**src/rtl/led_pwm_bank.sv**
```systemverilog
// ---------------------------------------------------------------------------
// led_pwm_bank
//
// Bank of CHANNELS independent PWM generators that share one timebase.
//
// Timebase
//   A prescaler divides CLOCK_50 by DIV = MAIN_FREQ / (PWM_FREQ * PWM_S_CNT).
//   A sample counter advances once per prescaler tick, giving PWM_S_CNT
//   samples per PWM period of PWM_S_CNT * DIV clock cycles.
//
// Duty handling
//   Each channel owns a shadow duty register, which the write port updates,
//   and an active duty register, which drives the comparator. Active duties
//   are refreshed from the shadows only on the edge where the sample counter
//   wraps. A write landing on that same edge is forwarded into the new
//   active value. As a result, a duty change never truncates or doubles a
//   pulse.
//
// Output
//   pwm_out[i] is registered as (cmp_i < active[i]). Duty 0 gives a
//   constantly low output. Any duty >= PWM_S_CNT gives a constantly high
//   output, because the compare value never reaches PWM_S_CNT.
//
// Optional feature (macro LED_PWM_BANK_PHASE_EN)
//   When the macro is defined, channel i compares against
//   (sample counter + i * (PWM_S_CNT / CHANNELS)) mod PWM_S_CNT. This
//   staggers the channel edges so the LEDs do not all switch on the same
//   cycle. When the macro is undefined, every channel compares against the
//   raw sample counter, and all rising edges align.
//
// Ports
//   CLOCK_50      in   1         sole clock, rising edge
//   RESET         in   1         synchronous, active-high reset
//   wr_en         in   1         duty write strobe
//   wr_addr       in   5         channel index for the write
//                                (indices >= CHANNELS are ignored)
//   wr_data       in   8         duty value, in samples
//   pwm_out       out  CHANNELS  registered PWM outputs, bit i = channel i
//   period_start  out  1         one-cycle pulse in the first cycle of
//                                each PWM period
// ---------------------------------------------------------------------------
module led_pwm_bank #(
    parameter int MAIN_FREQ = 50000000,
    parameter int PWM_FREQ  = 1000,
    parameter int PWM_S_CNT = 200,
    parameter int CHANNELS  = 18
) (
    input  logic                CLOCK_50,
    input  logic                RESET,
    input  logic                wr_en,
    input  logic [4:0]          wr_addr,
    input  logic [7:0]          wr_data,
    output logic [CHANNELS-1:0] pwm_out,
    output logic                period_start
);

    // -----------------------------------------------------------------------
    // Derived constants
    // -----------------------------------------------------------------------
    localparam int DIV        = MAIN_FREQ / (PWM_FREQ * PWM_S_CNT);
    localparam int PRE_W      = (DIV > 1) ? $clog2(DIV) : 1;
    localparam int PHASE_STEP = PWM_S_CNT / CHANNELS;

    localparam logic [PRE_W-1:0] PRE_LAST  = PRE_W'(DIV - 1);
    localparam logic [7:0]       SAMP_LAST = 8'(PWM_S_CNT - 1);

    // -----------------------------------------------------------------------
    // Elaboration-time parameter checks
    // -----------------------------------------------------------------------
    generate
        if (DIV < 1) begin : g_bad_div
            $error("led_pwm_bank: MAIN_FREQ too low for PWM_FREQ * PWM_S_CNT (DIV < 1)");
        end
        if (PWM_S_CNT < 2 || PWM_S_CNT > 255) begin : g_bad_scnt
            $error("led_pwm_bank: PWM_S_CNT must be in 2..255");
        end
        if (CHANNELS < 1 || CHANNELS > 32) begin : g_bad_ch
            $error("led_pwm_bank: CHANNELS must be in 1..32");
        end
    endgenerate

    // -----------------------------------------------------------------------
    // State and combinational nets
    // -----------------------------------------------------------------------
    logic [PRE_W-1:0]    prescaler;
    logic [7:0]          sample_cnt;
    logic                tick;
    logic                wrap;
    logic                wr_hit;

    logic [7:0]          shadow     [CHANNELS];
    logic [7:0]          active     [CHANNELS];
    logic [7:0]          shadow_nxt [CHANNELS];
    logic [7:0]          cmp        [CHANNELS];
    logic [CHANNELS-1:0] pwm_nxt;

    // -----------------------------------------------------------------------
    // Timebase decode
    // -----------------------------------------------------------------------
    assign tick   = (prescaler == PRE_LAST);
    assign wrap   = tick && (sample_cnt == SAMP_LAST);
    assign wr_hit = wr_en && (int'(wr_addr) < CHANNELS);

    // -----------------------------------------------------------------------
    // Shadow update
    // shadow_nxt is the shadow bank as it will be after this edge. The
    // period-boundary load reads it, so a write on the wrap edge is carried
    // straight into the active duty.
    // -----------------------------------------------------------------------
    always_comb begin
        // NOTE: every always_comb output gets a full default first, so no
        //       path can leave it unassigned and infer a latch.
        for (int i = 0; i < CHANNELS; i++) begin
            shadow_nxt[i] = shadow[i];
        end
        for (int i = 0; i < CHANNELS; i++) begin
            if (wr_hit && (wr_addr == 5'(i))) begin
                shadow_nxt[i] = wr_data;
            end
        end
    end

    // -----------------------------------------------------------------------
    // Per-channel compare value
    // -----------------------------------------------------------------------
`ifdef LED_PWM_BANK_PHASE_EN
    // The offset i*PHASE_STEP is always below PWM_S_CNT, so the sum stays
    // below 2*PWM_S_CNT. One conditional subtract therefore implements the
    // modulo.
    always_comb begin
        logic [8:0] sum;
        sum = '0;
        for (int i = 0; i < CHANNELS; i++) begin
            sum = {1'b0, sample_cnt} + 9'(i * PHASE_STEP);
            if (sum >= 9'(PWM_S_CNT)) begin
                cmp[i] = 8'(sum - 9'(PWM_S_CNT));
            end else begin
                cmp[i] = sum[7:0];
            end
        end
    end
`else
    always_comb begin
        for (int i = 0; i < CHANNELS; i++) begin
            cmp[i] = sample_cnt;
        end
    end
`endif

    // -----------------------------------------------------------------------
    // Comparator
    // cmp never exceeds PWM_S_CNT-1. Any duty >= PWM_S_CNT therefore
    // saturates high with no extra logic, and duty 0 is always low.
    // -----------------------------------------------------------------------
    always_comb begin
        pwm_nxt = '0;
        for (int i = 0; i < CHANNELS; i++) begin
            pwm_nxt[i] = (cmp[i] < active[i]);
        end
    end

    // -----------------------------------------------------------------------
    // Sequential state
    // -----------------------------------------------------------------------
    always_ff @(posedge CLOCK_50) begin
        // NOTE: clocked state uses non-blocking assignments only. Every
        //       register then samples pre-edge values, regardless of the
        //       order in which the statements are written.
        if (RESET) begin
            prescaler    <= '0;
            sample_cnt   <= '0;
            period_start <= 1'b0;
            pwm_out      <= '0;
            // NOTE: the duty banks are reset explicitly. They are small
            //       flop arrays rather than RAM, and a reset must also
            //       discard any pending write.
            for (int i = 0; i < CHANNELS; i++) begin
                shadow[i] <= '0;
                active[i] <= '0;
            end
        end else begin
            if (tick) begin
                prescaler <= '0;
            end else begin
                prescaler <= prescaler + PRE_W'(1);
            end

            if (wrap) begin
                sample_cnt <= '0;
            end else if (tick) begin
                sample_cnt <= sample_cnt + 8'd1;
            end

            for (int i = 0; i < CHANNELS; i++) begin
                shadow[i] <= shadow_nxt[i];
                if (wrap) begin
                    active[i] <= shadow_nxt[i];
                end
            end

            period_start <= wrap;
            pwm_out      <= pwm_nxt;
        end
    end

endmodule

```
**config.mk**
```make
export PLATFORM = sky130hd
export DESIGN_NAME = led_pwm_bank
export DESIGN_NICKNAME = d
export VERILOG_FILES = /design/src/rtl/led_pwm_bank.sv
export SDC_FILE = /design/constraint.sdc
export NUM_CORES = 1
export LEC_CHECK = 0
export CORE_UTILIZATION = 55
export CTS_CLUSTER_SIZE = 30
export DETAILED_ROUTE_END_ITERATION = 7
export PLACE_DENSITY = 0.72
export SETUP_SLACK_MARGIN = 0.5
export SLEW_MARGIN = 20
export SYNTH_ARGS = -nofsm -noshare
export SYNTH_HDL_FRONTEND = slang
export SYNTH_SLANG_ARGS = --single-unit
```
**constraint.sdc**
```tcl
create_clock -name CLOCK_50 -period 5.6 [get_ports CLOCK_50]
set_input_delay 1.12 -clock CLOCK_50 [delete_from_list [all_inputs] [get_ports CLOCK_50]]
set_output_delay 1.12 -clock CLOCK_50 [all_outputs]
set_load 0.02 [all_outputs]
```
==> impl_results.html <==
<table>
<tr><th>Metric</th><th>Value</th></tr>
<tr><th colspan="2">Yosys</th></tr>
<tr><td>Number of storage elements in the synthesis netlist</td><td>323</td></tr>
<tr><td>Commonest cells in the netlist</td><td>nor2_1, dfxtp_1, edfxtp_1</td></tr>
<tr><td>Fraction of the yosys area taken by sequential cells</td><td>54.0%</td></tr>
<tr><td>Mapped Nets</td><td>1,476</td></tr>
<tr><td>Proportion of synthesized flip-flops having asynchronous set or reset</td><td>0%</td></tr>
<tr><td>Cell types occupying the most area after synthesis</td><td>edfxtp_1, dfxtp_1, ha_1</td></tr>
<tr><td>Number of cells produced by synthesis</td><td>1,331</td></tr>
<tr><td>XOR/XNOR Fraction of Synth Area</td><td>0.598%</td></tr>
<tr><td>EDFF count, synth</td><td>between 100 and 150</td></tr>
<tr><td>Yosys cell types</td><td>52</td></tr>
<tr><td>Post-synthesis simple-gate area fraction</td><td>between 10% and 20%</td></tr>
<tr><td>Compound-Gate Fraction of Synth Area</td><td>7.04%</td></tr>
<tr><td>Top FF cell, synth</td><td>dfxtp_1</td></tr>
<tr><td>Count leader, synth</td><td>nor2_1</td></tr>
<tr><td>Area fraction of the dominant cell type after synthesis</td><td>29.5%</td></tr>
<tr><td>Cell taking the most area after synthesis</td><td>edfxtp_1</td></tr>
<tr><td>Count of synthesis-stage warnings from yosys</td><td>0</td></tr>
<tr><td>Synthesized-area fraction occupied by adder cells</td><td>11.0%</td></tr>
<tr><td>Portion of netlist area occupied by mux cells</td><td>around 9%</td></tr>
<tr><td>Syn Std Cell Area</td><td>0.0146 mm^2</td></tr>
<tr><td>Mean post-synth cell area</td><td>11.0 um^2</td></tr>
<tr><td>Main combinational cell family by area after synthesis</td><td>simple AND/OR/NAND/NOR gates</td></tr>
<tr><th colspan="2">Global routing</th></tr>
<tr><td>Number of global-route vias before repair</td><td>approximately 9,300</td></tr>
<tr><td>Antenna violations before repair</td><td>1</td></tr>
<tr><td>Total track usage</td><td>24.2%</td></tr>
<tr><td>Maximum number of pins on one net before global-route repair</td><td>97</td></tr>
<tr><td>Aggregate global routing overflow</td><td>0</td></tr>
<tr><td>First-pass GRT wire length</td><td>around 50 mm</td></tr>
<tr><th colspan="2">Power</th></tr>
<tr><td>Sequential Power Share</td><td>approximately 51%</td></tr>
<tr><td>Leakage</td><td>7.47 nW</td></tr>
<tr><td>Sw Share</td><td>21.8%</td></tr>
<tr><td>Peak supply drop</td><td>0.265 mV</td></tr>
<tr><td>PD cells</td><td>304 mW/mm^2</td></tr>
<tr><td>Total power of the final layout</td><td>between 4 and 5 mW</td></tr>
<tr><td>Cell-internal power</td><td>between 3 and 4 mW</td></tr>
<tr><td>Part of the power in combinational logic</td><td>between 4 and 5%</td></tr>
<tr><td>Clock network power share</td><td>43.8%</td></tr>
<tr><td>Net switching power figure</td><td>1.08 mW</td></tr>
<tr><th colspan="2">STA</th></tr>
<tr><td>Worst slew margin relative to its limit</td><td>just over 20%</td></tr>
<tr><td>Total negative slack for setup checks</td><td>0 ps</td></tr>
<tr><td>Number of endpoints failing setup at the final stage</td><td>0</td></tr>
<tr><td>Clock period minus final worst setup slack</td><td>3240 ps</td></tr>
<tr><td>Final worst path period share</td><td>roughly 58%</td></tr>
<tr><td>Worst Clk Skew</td><td>14.2 ps</td></tr>
<tr><td>Setup repair after global routing missed its margin</td><td>no</td></tr>
<tr><td>Count of pins over their slew limit</td><td>0</td></tr>
<tr><td>Worst Hold Slack</td><td>481 ps</td></tr>
<tr><td>Hold violation count in the final report</td><td>0</td></tr>
<tr><td>Maximum frequency from static timing analysis</td><td>308 MHz</td></tr>
<tr><td>Tightest Pin Transition</td><td>1190 ps</td></tr>
<tr><th colspan="2">Clock network</th></tr>
<tr><td>Number of buffers between clock root and the deepest sink</td><td>3</td></tr>
<tr><td>Total setup buffers inserted after CTS</td><td>0</td></tr>
<tr><td>Total number of clock tree sinks</td><td>323</td></tr>
<tr><td>Number of gates resized after CTS</td><td>0</td></tr>
<tr><td>Latest clock arrival within the worst-skew pair</td><td>510 ps</td></tr>
<tr><td>Post-CTS clock slew at the launch and capture registers of the worst setup and hold paths</td><td>60 ps</td></tr>
<tr><td>TritonCTS Buffers</td><td>34</td></tr>
<tr><td>CTS tree</td><td>built</td></tr>
<tr><td>Number of hold buffers added after CTS</td><td>0</td></tr>
<tr><td>Root buffer cell</td><td>clkbuf_16</td></tr>
<tr><td>Deepest level of the CTS H-tree</td><td>2</td></tr>
<tr><th colspan="2">Setup path</th></tr>
<tr><td>Cell count of the worst reg-to-reg path</td><td>6</td></tr>
<tr><td>Type of destination of the critical path</td><td>register</td></tr>
<tr><td>Maximum fanout along the worst path</td><td>96</td></tr>
<tr><td>CP Launch Type</td><td>register</td></tr>
<tr><td>Arrival time at the worst endpoint</td><td>roughly 3400 ps</td></tr>
<tr><td>Crit Reg-Reg Endpoint</td><td>active[13][6]</td></tr>
<tr><td>Register-to-register path setup slack</td><td>about 2400 ps</td></tr>
<tr><td>Crit path kind</td><td>reg -&gt; reg</td></tr>
<tr><td>Crit path required time</td><td>5740 ps</td></tr>
<tr><td>Worst R2R Start</td><td>sample_cnt[6]</td></tr>
<tr><th colspan="2">Placed design</th></tr>
<tr><td>Detailed placer's ending HPWL</td><td>17.6 mm</td></tr>
<tr><td>Placement-stage cell area</td><td>0.0153 mm^2</td></tr>
<tr><td>Last weighted congestion value of the routability-driven placer</td><td>0.776</td></tr>
<tr><td>I/O Buffers</td><td>34</td></tr>
<tr><th colspan="2">Finish</th></tr>
<tr><td>Post-route cell area</td><td>0.0163 mm^2</td></tr>
<tr><td>Area added between synthesis and finish</td><td>11.7%</td></tr>
<tr><td>Final layout net count</td><td>roughly 1,500</td></tr>
<tr><td>Total of fill cells in the finished design</td><td>a little over 2,000</td></tr>
<tr><td>Layout cell share with drive strength beyond 1</td><td>6.81%</td></tr>
<tr><td>Final core utilization</td><td>62.7%</td></tr>
<tr><td>Number of diodes added for antenna fixing</td><td>0</td></tr>
<tr><th colspan="2">Routing</th></tr>
<tr><td>DRC violation count after routing</td><td>0</td></tr>
<tr><td>Average routed wire per standard cell</td><td>18.5 um</td></tr>
<tr><td>Number of vias per cell</td><td>5.62</td></tr>
<tr><td>Final wirelength</td><td>approximately 32 mm</td></tr>
<tr><td>Final ANT Viol Nets</td><td>0</td></tr>
<tr><td>Number of iterations in the first detailed-routing pass</td><td>5</td></tr>
<tr><td>Via total after detailed routing</td><td>9,633</td></tr>
<tr><td>Iteration-0 DRC count of the detailed router</td><td>543</td></tr>
<tr><th colspan="2">Status</th></tr>
<tr><td>Result of the run</td><td>complete, no violations</td></tr>
<tr><th colspan="2">Die</th></tr>
<tr><td>Height of the die</td><td>165 um</td></tr>
<tr><td>Die Area</td><td>0.0273 mm^2</td></tr>
<tr><td>Number of primary I/O pins</td><td>35</td></tr>
<tr><td>Number of rows in the core area</td><td>59</td></tr>
<tr><td>Area of the core region</td><td>0.0261 mm^2</td></tr>
<tr><td>Initial Utilization</td><td>56.2%</td></tr>
<tr><td>Die width</td><td>around 170 um</td></tr>
<tr><th colspan="2">Run</th></tr>
<tr><td>Max Cap Viol</td><td>0</td></tr>
<tr><th colspan="2">Min path</th></tr>
<tr><td>Class of the worst hold path</td><td>reg -&gt; reg</td></tr>
<tr><td>Endpoint with the worst hold slack</td><td>shadow[16][1]</td></tr>
<tr><td>Depth of the worst hold-timing path</td><td>2</td></tr>
<tr><td>Start point of the worst hold path</td><td>shadow[16][1]</td></tr>
</table>
==> state kept, by name, indices dropped and copies added (netlist names) <==
register and cells:
period_start 1, sample_cnt 8, active 144, prescaler 8, shadow 144, pwm_out 18
==> layer usage <==
layer  share of wire [%]  wire length [um]  up-vias  track usage, %
li1                    -                 -     4653               -
met4                 3.6              1160        2            9.47
met1                  43             13800     4661            30.9
met2                  48             15200      239            41.0
met3                 5.0              1570       78            3.82
met5               0.050                16        -               0
==> worst max-delay path, cell delays in order (launching register included) <==
cell	delay [ps]
dfxtp_1	310
buf_4	390
nor4b_1	300
and3_1	250
nand3_1	320
nand2_4	690
buf_12	470
==> cell usage in the layout, fill, tap and decap left out, drive strengths merged, types with 5 or more instances in the layout <==
| cell type | instances |
|---|---|
| a2111oi | 16 |
| a211oi | 20 |
| a21o | 38 |
| a21oi | 13 |
| and2 | 11 |
| buf | 23 |
| clkbuf | 45 |
| clkdlybuf4s50 | 31 |
| clkinv | 14 |
| dfxtp | 179 |
| edfxtp | 144 |
| ha | 129 |
| inv | 130 |
| mux2i | 135 |
| nand2 | 16 |
| nand2b | 19 |
| nand3 | 18 |
| nand4 | 6 |
| nor2 | 270 |
| nor2b | 5 |
| nor3 | 32 |
| o2111ai | 16 |
| o21ai | 16 |
| o31a | 16 |
| xnor2 | 7 |
==> worst max-delay path by stage <==
| stage | start | endpoint | slack (ps) | cells after the start |
|---|---|---|---|---|
| final | sample_cnt[6] | active[13][6] | 2360 | 6 |
| after global routing | sample_cnt[6] | active[2][7] | 2210 | 6 |
| after CTS | sample_cnt[6] | active[3][6] | 2360 | 6 |
| after detailed placement | wr_addr[0] | active[14][2] | 1940 | 5 |
| after global placement | wr_addr[0] | active[14][0] | 2000 | 5 |
| after floorplan | RESET | active[0][0] | 640 | 3 |
==> metrics by stage <==
stage          instances  worst slack, ps
4_1_cts             1715             2360
3_3_place_gp        1654             2000
2_1_floorplan       1331              641
6_report            1715             2360
5_1_grt             1715             2210
3_5_place_dp        1654             1940
==> cell type report <==
type / instances / area, um^2 / area share [%]
sequential: 323 / 7910 / 48.4
inverter: 130 / 488 / 2.99
timing repair buffer: 54 / 494 / 3.02
tap: 335 / 419 / 2.56
clock buffer: 45 / 976 / 5.97
clock inverter: 16 / 100 / 0.612
multi-input combinational: 812 / 5960 / 36.5
==> cells by family (layout without fill, tap and decap cells) <==
logic type / after synthesis / after routing
AOI/OAI and AO/OA: 139 / 139
xor gates and xnor gates: 10 / 10
adders and majority gates: 129 / 129
buffers and inverters: 196 / 245
DFF: 323 / 323
muxes: 135 / 135
and+or+nand+nor: 399 / 399
==> power by group through the flow <==
| stage | Clock (mW) | Combinational [mW] | Sequential, mW |
|---|---|---|---|
| finish | 2.17 | 0.244 | 2.55 |
| global route | 2.30 | 0.268 | 2.55 |
| CTS | 2.21 | 0.246 | 2.55 |
| detailed placement | 0 | 0.244 | 2.60 |
| global placement | 0 | 0.238 | 2.59 |
| floorplan | 0 | 0.151 | 2.61 |
Note: power is estimated with default switching activity, not from simulation.
